## src/rtl/hc_stream_pkg.sv

```systemverilog
// hc_stream_pkg: shared types and constants for the optimiser result streamer.
//   hc_stream_state_t : framing FSM state encoding
//   SYNC_BYTE         : first byte of every frame
//   HDR_BYTES         : header length (sync byte plus two fitness bytes)
package hc_stream_pkg;

  typedef enum logic [2:0] {
    StIdle,
    StHdr,
    StFitLo,
    StFitHi,
    StPayload,
    StCsum
  } hc_stream_state_t;

  localparam logic [7:0] SYNC_BYTE = 8'hA5;
  localparam int unsigned HDR_BYTES = 3;

endpackage

```

## src/rtl/hc_result_streamer.sv

```systemverilog
// hc_result_streamer: on the rising edge of the optimiser's done flag, snapshot the final
// fitness and solution and send them as a framed byte stream over valid/ready.
//
// Frame: A5, fitness[7:0], fitness[15:8] (zero-extended), solution bytes LSB first,
// plus a trailing XOR checksum byte when HC_STREAM_CHECKSUM_EN is defined.
//
// Ports:
//   clk, rst_n          clock, asynchronous active-low reset
//   done_in             optimiser done level (rising edge captures)
//   fitness_in          optimiser best fitness (FIT_W bits)
//   solution_in         optimiser best solution (N_BITS bits)
//   m_data/m_valid/m_last/m_ready  byte stream to the host link
//   busy                a captured frame is still being sent
//   overrun             sticky: a done edge was dropped while busy
//   overrun_clr         synchronous clear of overrun (a simultaneous set wins)
//
// Build option: define HC_STREAM_CHECKSUM_EN to append the checksum byte.
module hc_result_streamer
  import hc_stream_pkg::*;
#(
  parameter int unsigned N_BITS = 1024,
  parameter int unsigned FIT_W  = 12
) (
  input  logic              clk,
  input  logic              rst_n,
  input  logic              done_in,
  input  logic [FIT_W-1:0]  fitness_in,
  input  logic [N_BITS-1:0] solution_in,
  output logic [7:0]        m_data,
  output logic              m_valid,
  input  logic              m_ready,
  output logic              m_last,
  output logic              busy,
  output logic              overrun,
  input  logic              overrun_clr
);

  localparam int unsigned NB    = N_BITS / 8;
  localparam int unsigned IDX_W = (NB > 1) ? $clog2(NB) : 1;
  localparam logic [IDX_W-1:0] IDX_LAST = IDX_W'(NB - 1);

`ifdef HC_STREAM_CHECKSUM_EN
  localparam bit CSUM_EN = 1'b1;
`else
  localparam bit CSUM_EN = 1'b0;
`endif

  if ((N_BITS % 8) != 0 || N_BITS < 8) begin : gen_bad_n_bits
    $error("hc_result_streamer: N_BITS must be a multiple of 8 and at least 8");
  end
  if (FIT_W > 16 || FIT_W < 1) begin : gen_bad_fit_w
    $error("hc_result_streamer: FIT_W must be in 1..16");
  end

  hc_stream_state_t  state;
  logic              done_q;
  logic [FIT_W-1:0]  fit_r;
  logic [N_BITS-1:0] sol_r;
  logic [IDX_W-1:0]  idx;

  logic              trig;
  logic              hs;
  logic [15:0]       fit16;
  logic [IDX_W-1:0]  idx_nxt;

  assign trig    = done_in & ~done_q;
  assign hs      = m_valid & m_ready;
  assign fit16   = 16'(fit_r);
  assign idx_nxt = idx + IDX_W'(1);

`ifdef HC_STREAM_CHECKSUM_EN
  logic [7:0] csum;
`endif

  always_ff @(posedge clk or negedge rst_n) begin
    if (!rst_n) begin
      state   <= StIdle;
      done_q  <= 1'b0;
      fit_r   <= '0;
      sol_r   <= '0;
      idx     <= '0;
      m_data  <= 8'h00;
      m_valid <= 1'b0;
      m_last  <= 1'b0;
      busy    <= 1'b0;
      overrun <= 1'b0;
`ifdef HC_STREAM_CHECKSUM_EN
      csum    <= 8'h00;
`endif
    end else begin
      done_q <= done_in;

      // A dropped edge outranks a clear in the same cycle.
      if (trig && busy) begin
        overrun <= 1'b1;
      end else if (overrun_clr) begin
        overrun <= 1'b0;
      end

`ifdef HC_STREAM_CHECKSUM_EN
      // Running XOR of every byte already accepted downstream.
      if (hs) begin
        csum <= csum ^ m_data;
      end
`endif

      unique case (state)
        StIdle: begin
          if (trig) begin
            fit_r   <= fitness_in;
            sol_r   <= solution_in;
            idx     <= '0;
            state   <= StHdr;
            m_data  <= SYNC_BYTE;
            m_valid <= 1'b1;
            m_last  <= 1'b0;
            busy    <= 1'b1;
`ifdef HC_STREAM_CHECKSUM_EN
            csum    <= 8'h00;
`endif
          end
        end

        StHdr: begin
          if (hs) begin
            state  <= StFitLo;
            m_data <= fit16[7:0];
          end
        end

        StFitLo: begin
          if (hs) begin
            state  <= StFitHi;
            m_data <= fit16[15:8];
          end
        end

        StFitHi: begin
          if (hs) begin
            state  <= StPayload;
            idx    <= '0;
            m_data <= sol_r[7:0];
            m_last <= (NB == 1) && !CSUM_EN;
          end
        end

        StPayload: begin
          if (hs) begin
            if (idx == IDX_LAST) begin
`ifdef HC_STREAM_CHECKSUM_EN
              state  <= StCsum;
              m_data <= csum ^ m_data;
              m_last <= 1'b1;
`else
              state   <= StIdle;
              m_valid <= 1'b0;
              m_last  <= 1'b0;
              busy    <= 1'b0;
`endif
            end else begin
              idx    <= idx_nxt;
              m_data <= sol_r[{idx_nxt, 3'b000} +: 8];
              m_last <= (idx_nxt == IDX_LAST) && !CSUM_EN;
            end
          end
        end

`ifdef HC_STREAM_CHECKSUM_EN
        StCsum: begin
          if (hs) begin
            state   <= StIdle;
            m_valid <= 1'b0;
            m_last  <= 1'b0;
            busy    <= 1'b0;
          end
        end
`endif

        default: begin
          state   <= StIdle;
          m_valid <= 1'b0;
          m_last  <= 1'b0;
          busy    <= 1'b0;
        end
      endcase
    end
  end

endmodule

```

## config.mk

```make
export PLATFORM = sky130hd
export DESIGN_NAME = hc_result_streamer
export DESIGN_NICKNAME = d
export VERILOG_FILES = /design/src/rtl/hc_stream_pkg.sv /design/src/rtl/hc_result_streamer.sv
export SDC_FILE = /design/constraint.sdc
export NUM_CORES = 2
export LEC_CHECK = 0
export CORE_AREA = 2 2 405 407
export DETAILED_ROUTE_END_ITERATION = 6
export DIE_AREA = 0 0 407 409
export PLACE_DENSITY = 0.56
export REMOVE_ABC_BUFFERS = 1
export SYNTH_ARGS = -nofsm -noshare
export SYNTH_HDL_FRONTEND = slang
export SYNTH_SLANG_ARGS = --single-unit
```

## constraint.sdc

```tcl
create_clock -name clk -period 11.6 [get_ports clk]
set_clock_uncertainty 0.05 [all_clocks]
set_input_delay 2.32 -clock clk [delete_from_list [all_inputs] [get_ports clk]]
set_output_delay 2.32 -clock clk [all_outputs]
set_load 0.01 [all_outputs]
```

==> results.txt <==
- Commonest non-fill, non-tap cells in the layout: dfrtp_1, clkdlybuf4s50_1, mux2_2, mux4_2, nand2_1
- Cell internal power dissipation: 11.10 mW
* Vias in the first global route: 33570
- Critical setup path kind: in -> reg
- The first TritonRoute pass finished after 7 iterations.
- In the finished design, the share of the clock period the worst path needs comes to 0.4996.
- Run status: finished clean
- Worst-path fanout max: 141
* Clock Latency Late Sink: 760 ps
- Of the cells placed in the final design, the portion with a size suffix greater than 1 is 0.3724.
* # H-tree levels: 4
- Counting buffers and inverters, the worst setup path is 8 cells deep.
- Among all flip-flop cells after synthesis, the most frequent one is dfrtp_1.
* Global route hottest layer: met2
- The number of different library cells used by synthesis comes to 60.
- The setup check on the worst reg-to-reg path leaves a slack of 6280 ps.
* M2 GR Usage: 0.3420
- The library cell used most frequently in the layout, excluding fill and tap cells, is dfrtp_1.
- Summing over every cut layer, the via total after detailed routing is 31780.
- CTS placed an instance of clkbuf_16 at the clock tree root.
* Clock tree from TritonCTS: built
- Overall Power: 15.63 mW
* Fraction of power consumed by sequential logic: 0.423
* Final WL: 174800 um
* Count of instances resized after the clock tree is built: 0
* Highest clock frequency the design can meet: 0.1726 GHz
* End point of the critical path: sol_r[354]
- RR Startpoint: idx[0]
* I/O Pins: 1053
* Overall die area: 166500 sq um
- Of the synthesized area, sequential elements account for 0.5509.
- The number of setup buffers added after CTS is 0.
- Core region area: 162000 sq um
* Proportion of register bits with asynchronous set or reset after synthesis: 1.000
- After the last flow step, the layout net total stands at 5178.
- Number of placement rows: 148
- Peak supply drop: 0.1454 mV
- Final weighted congestion in routability-driven placement: 0.7959
- Wire length of the first global-routing pass: 245300 um
- Maximum clock path buffer count: 3
* Final cell area excluding filler cells: 65350 sq um
- Compared with the post-synthesis result, the final layout area differs by 35.97%.
* Remaining max-slew budget at the tightest pin: 0.2595
* Sequence of cells on the critical path: clkdlybuf4s50_1, nor2b_1, nand2_1, nor2_4, buf_12, buf_4, buf_4, mux2_2
* Post-synthesis instance total: 3116
- The worst path in the final design needs a cycle of 5795 ps, including I/O delays and setup.
- Synthesized flop and latch total: 1058
* Detailed router's first-iteration violation count: 2065
- Hold violation count in the final report: 0
* HP Class: reg -> reg
- The worst register-to-register path has a depth of 10.
- The initial antenna violation count came to 110.
* Setup repair after global routing missed its margin: no
- Type of destination of the critical path: flip-flop
- Post-route antenna net violation count: 0
- The synthesized design contains 0 enable-type register cells.
- The die is 407 um wide.
- Clock tree synthesis found a total of 1058 sinks.
* WP buf/inv: 4
- At the end of the flow the core is filled with cells to 0.4033.
- The critical path starts at done_in.
* Synthesized area: 48060 sq um
* Clock network power share: 0.266
- Clock buffers created by TritonCTS: 130
- In the global route stage, met1 resource usage came out at 0.2444.
* GR Overflow Total: 0
* Clock-pin slew reported for the worst setup and hold paths after clock tree synthesis: 50 ps
- Net Switching: 4.525 mW
- For the pin with the worst max-slew slack, the measured transition is 1111 ps.
- Detailed placement finished with a half-perimeter wire length of 127500 um.
- Synth Area per Inst: 15.42 sq um
- The layout has 15200 filler cells.
* Total track usage: 0.2062
- Static leakage: 25.92 nW
* Sort of element at the start of the critical path: input pin
- Maximum number of pins on one net before global-route repair: 166
- After routing, the total negative slack on setup checks comes to 0 ps.
- The largest single stage delay on the critical path is 810 ps.
* Met3 Use GR: 0.07574
* Total cell area at the placement stage: 60870 sq um
* Yosys warns: 0
- For the worst setup path, the data required time is 12180 ps.
* Wire length per cell: 27.09 um
- Port-buffer cells: 1052
- Initial core utilization: 0.2966
- Of the total power, the share spent switching nets is 0.2895.
- Setup violations remaining at the end of the flow were counted as 0.
- Family with the most delay on the worst path: buffers and inverters
* Avg Vias per Cell: 4.925
* Number of buffers added to fix hold violations after cts: 0
* Worst EP arrival: 6370 ps
- The total count of max-transition violations in the final report is 0.
- Count of maximum capacitance violations: 0
* DRC violation count after routing: 0
* Reg2Reg Capture Point: m_data[0]
* Cell with the most instances on the worst path: buf_4
* CP max stage cell: buf_4
- The share of total power dissipated in combinational logic is 0.311.
- Die Y: 409 um
* Hold WS: 445.8 ps
* PD cells: 239.2 nW/um^2
## metrics by stage
step | cells | setup WS [ps]
4_1_cts | 6407 | 5905
3_5_place_dp | 6178 | 5112
6_report | 6453 | 5805
3_3_place_gp | 6178 | 5100
5_1_grt | 6439 | 5653
2_1_floorplan | 2894 | -38480
## per-layer routing
metal / part of all wire / wire length [um]
met1: 0.39 / 67880
met2: 0.49 / 85690
met3: 0.088 / 15430
met4: 0.029 / 5146
met5: 0.0039 / 680
## power by group through the flow
stage	Combinational (mW)	Sequential (mW)	Clock, mW
6_report	4.86	6.60	4.16
4_1_cts	4.95	6.62	4.29
2_1_floorplan	5.32	6.30	0
3_5_place_dp	4.93	6.68	0
3_3_place_gp	4.84	6.63	0
5_1_grt	5.26	6.84	4.44
## cell usage after synthesis, types with 6 or more instances
cell type     n  area, sq um
o21ai_0      19        95.09
buf_1         8        30.03
a21oi_1      26        130.1
mux4_2      248         5585
nand4_1       8        50.05
mux2_2     1046        11780
a311oi_1     12        105.1
a22oi_1       6        45.04
buf_4        18        135.1
mux2i_1      16        160.2
nand2b_1      6        37.54
buf_2        79        395.4
nand2_1     215        807.0
clkbuf_1    110        412.9
and3_1       14        87.58
a32oi_1       6        52.55
a31oi_1      15        93.84
dfrtp_1    1058        26480
nor2_1       38        142.6
mux4_1       12        315.3
nand3_1      68        340.3
## registers in the layout, indices dropped and copies added (netlist names)
name / flops
busy: 1
done_q: 1
fit_r: 12
idx: 7
m_data: 8
m_last: 1
overrun: 1
sol_r: 1024
state: 3
## logic make-up after synthesis
| family | count (synthesis) | share of synthesized area |
|---|---|---|
| multiplexers | 1322 | 0.3712 |
| flip-flops | 1058 | 0.5509 |
| AND/OR/NAND/NOR | 368 | 0.03306 |
| buffers and inverters | 228 | 0.02299 |
| AO/OA/AOI/OAI | 132 | 0.01989 |
| XOR/XNOR | 6 | 0.001484 |
| adder cells (fa/ha/maj) | 2 | 0.0005206 |
## area by class of cell
type,instances,area [sq um],area share
Sequential cell,1058,26480,0.4052
Multi-Input combinational cell,1830,20560,0.3146
Timing Repair Buffer,1109,11090,0.1697
Clock buffer,184,3737,0.05719
Tap cell,2175,2721,0.04164
Clock inverter,45,624.3,0.009554
Antenna cell,46,115.1,0.001761
Inverter,6,22.52,0.0003446
## worst reg2reg max path, delay by kind of cell, from the launching register on
kind	cells	cell delay [ps]
compound gates	4	1190
fa+ha+maj	1	760
mux	2	990
buf+inv	2	1090
flops	1	860
xor+xnor	1	230
## worst min-delay path by stage
stage	slack, ps	end	depth (start not counted)	startpoint
floorplan	420	sol_r[185]	1	sol_r[185]
global placement	430	m_data[3]	1	m_data[3]
detailed placement	440	sol_r[50]	1	sol_r[50]
CTS	450	sol_r[50]	1	sol_r[50]
global route	460	sol_r[304]	1	sol_r[304]
finish	450	sol_r[282]	1	sol_r[282]
Power figures use the tool's default switching activity.
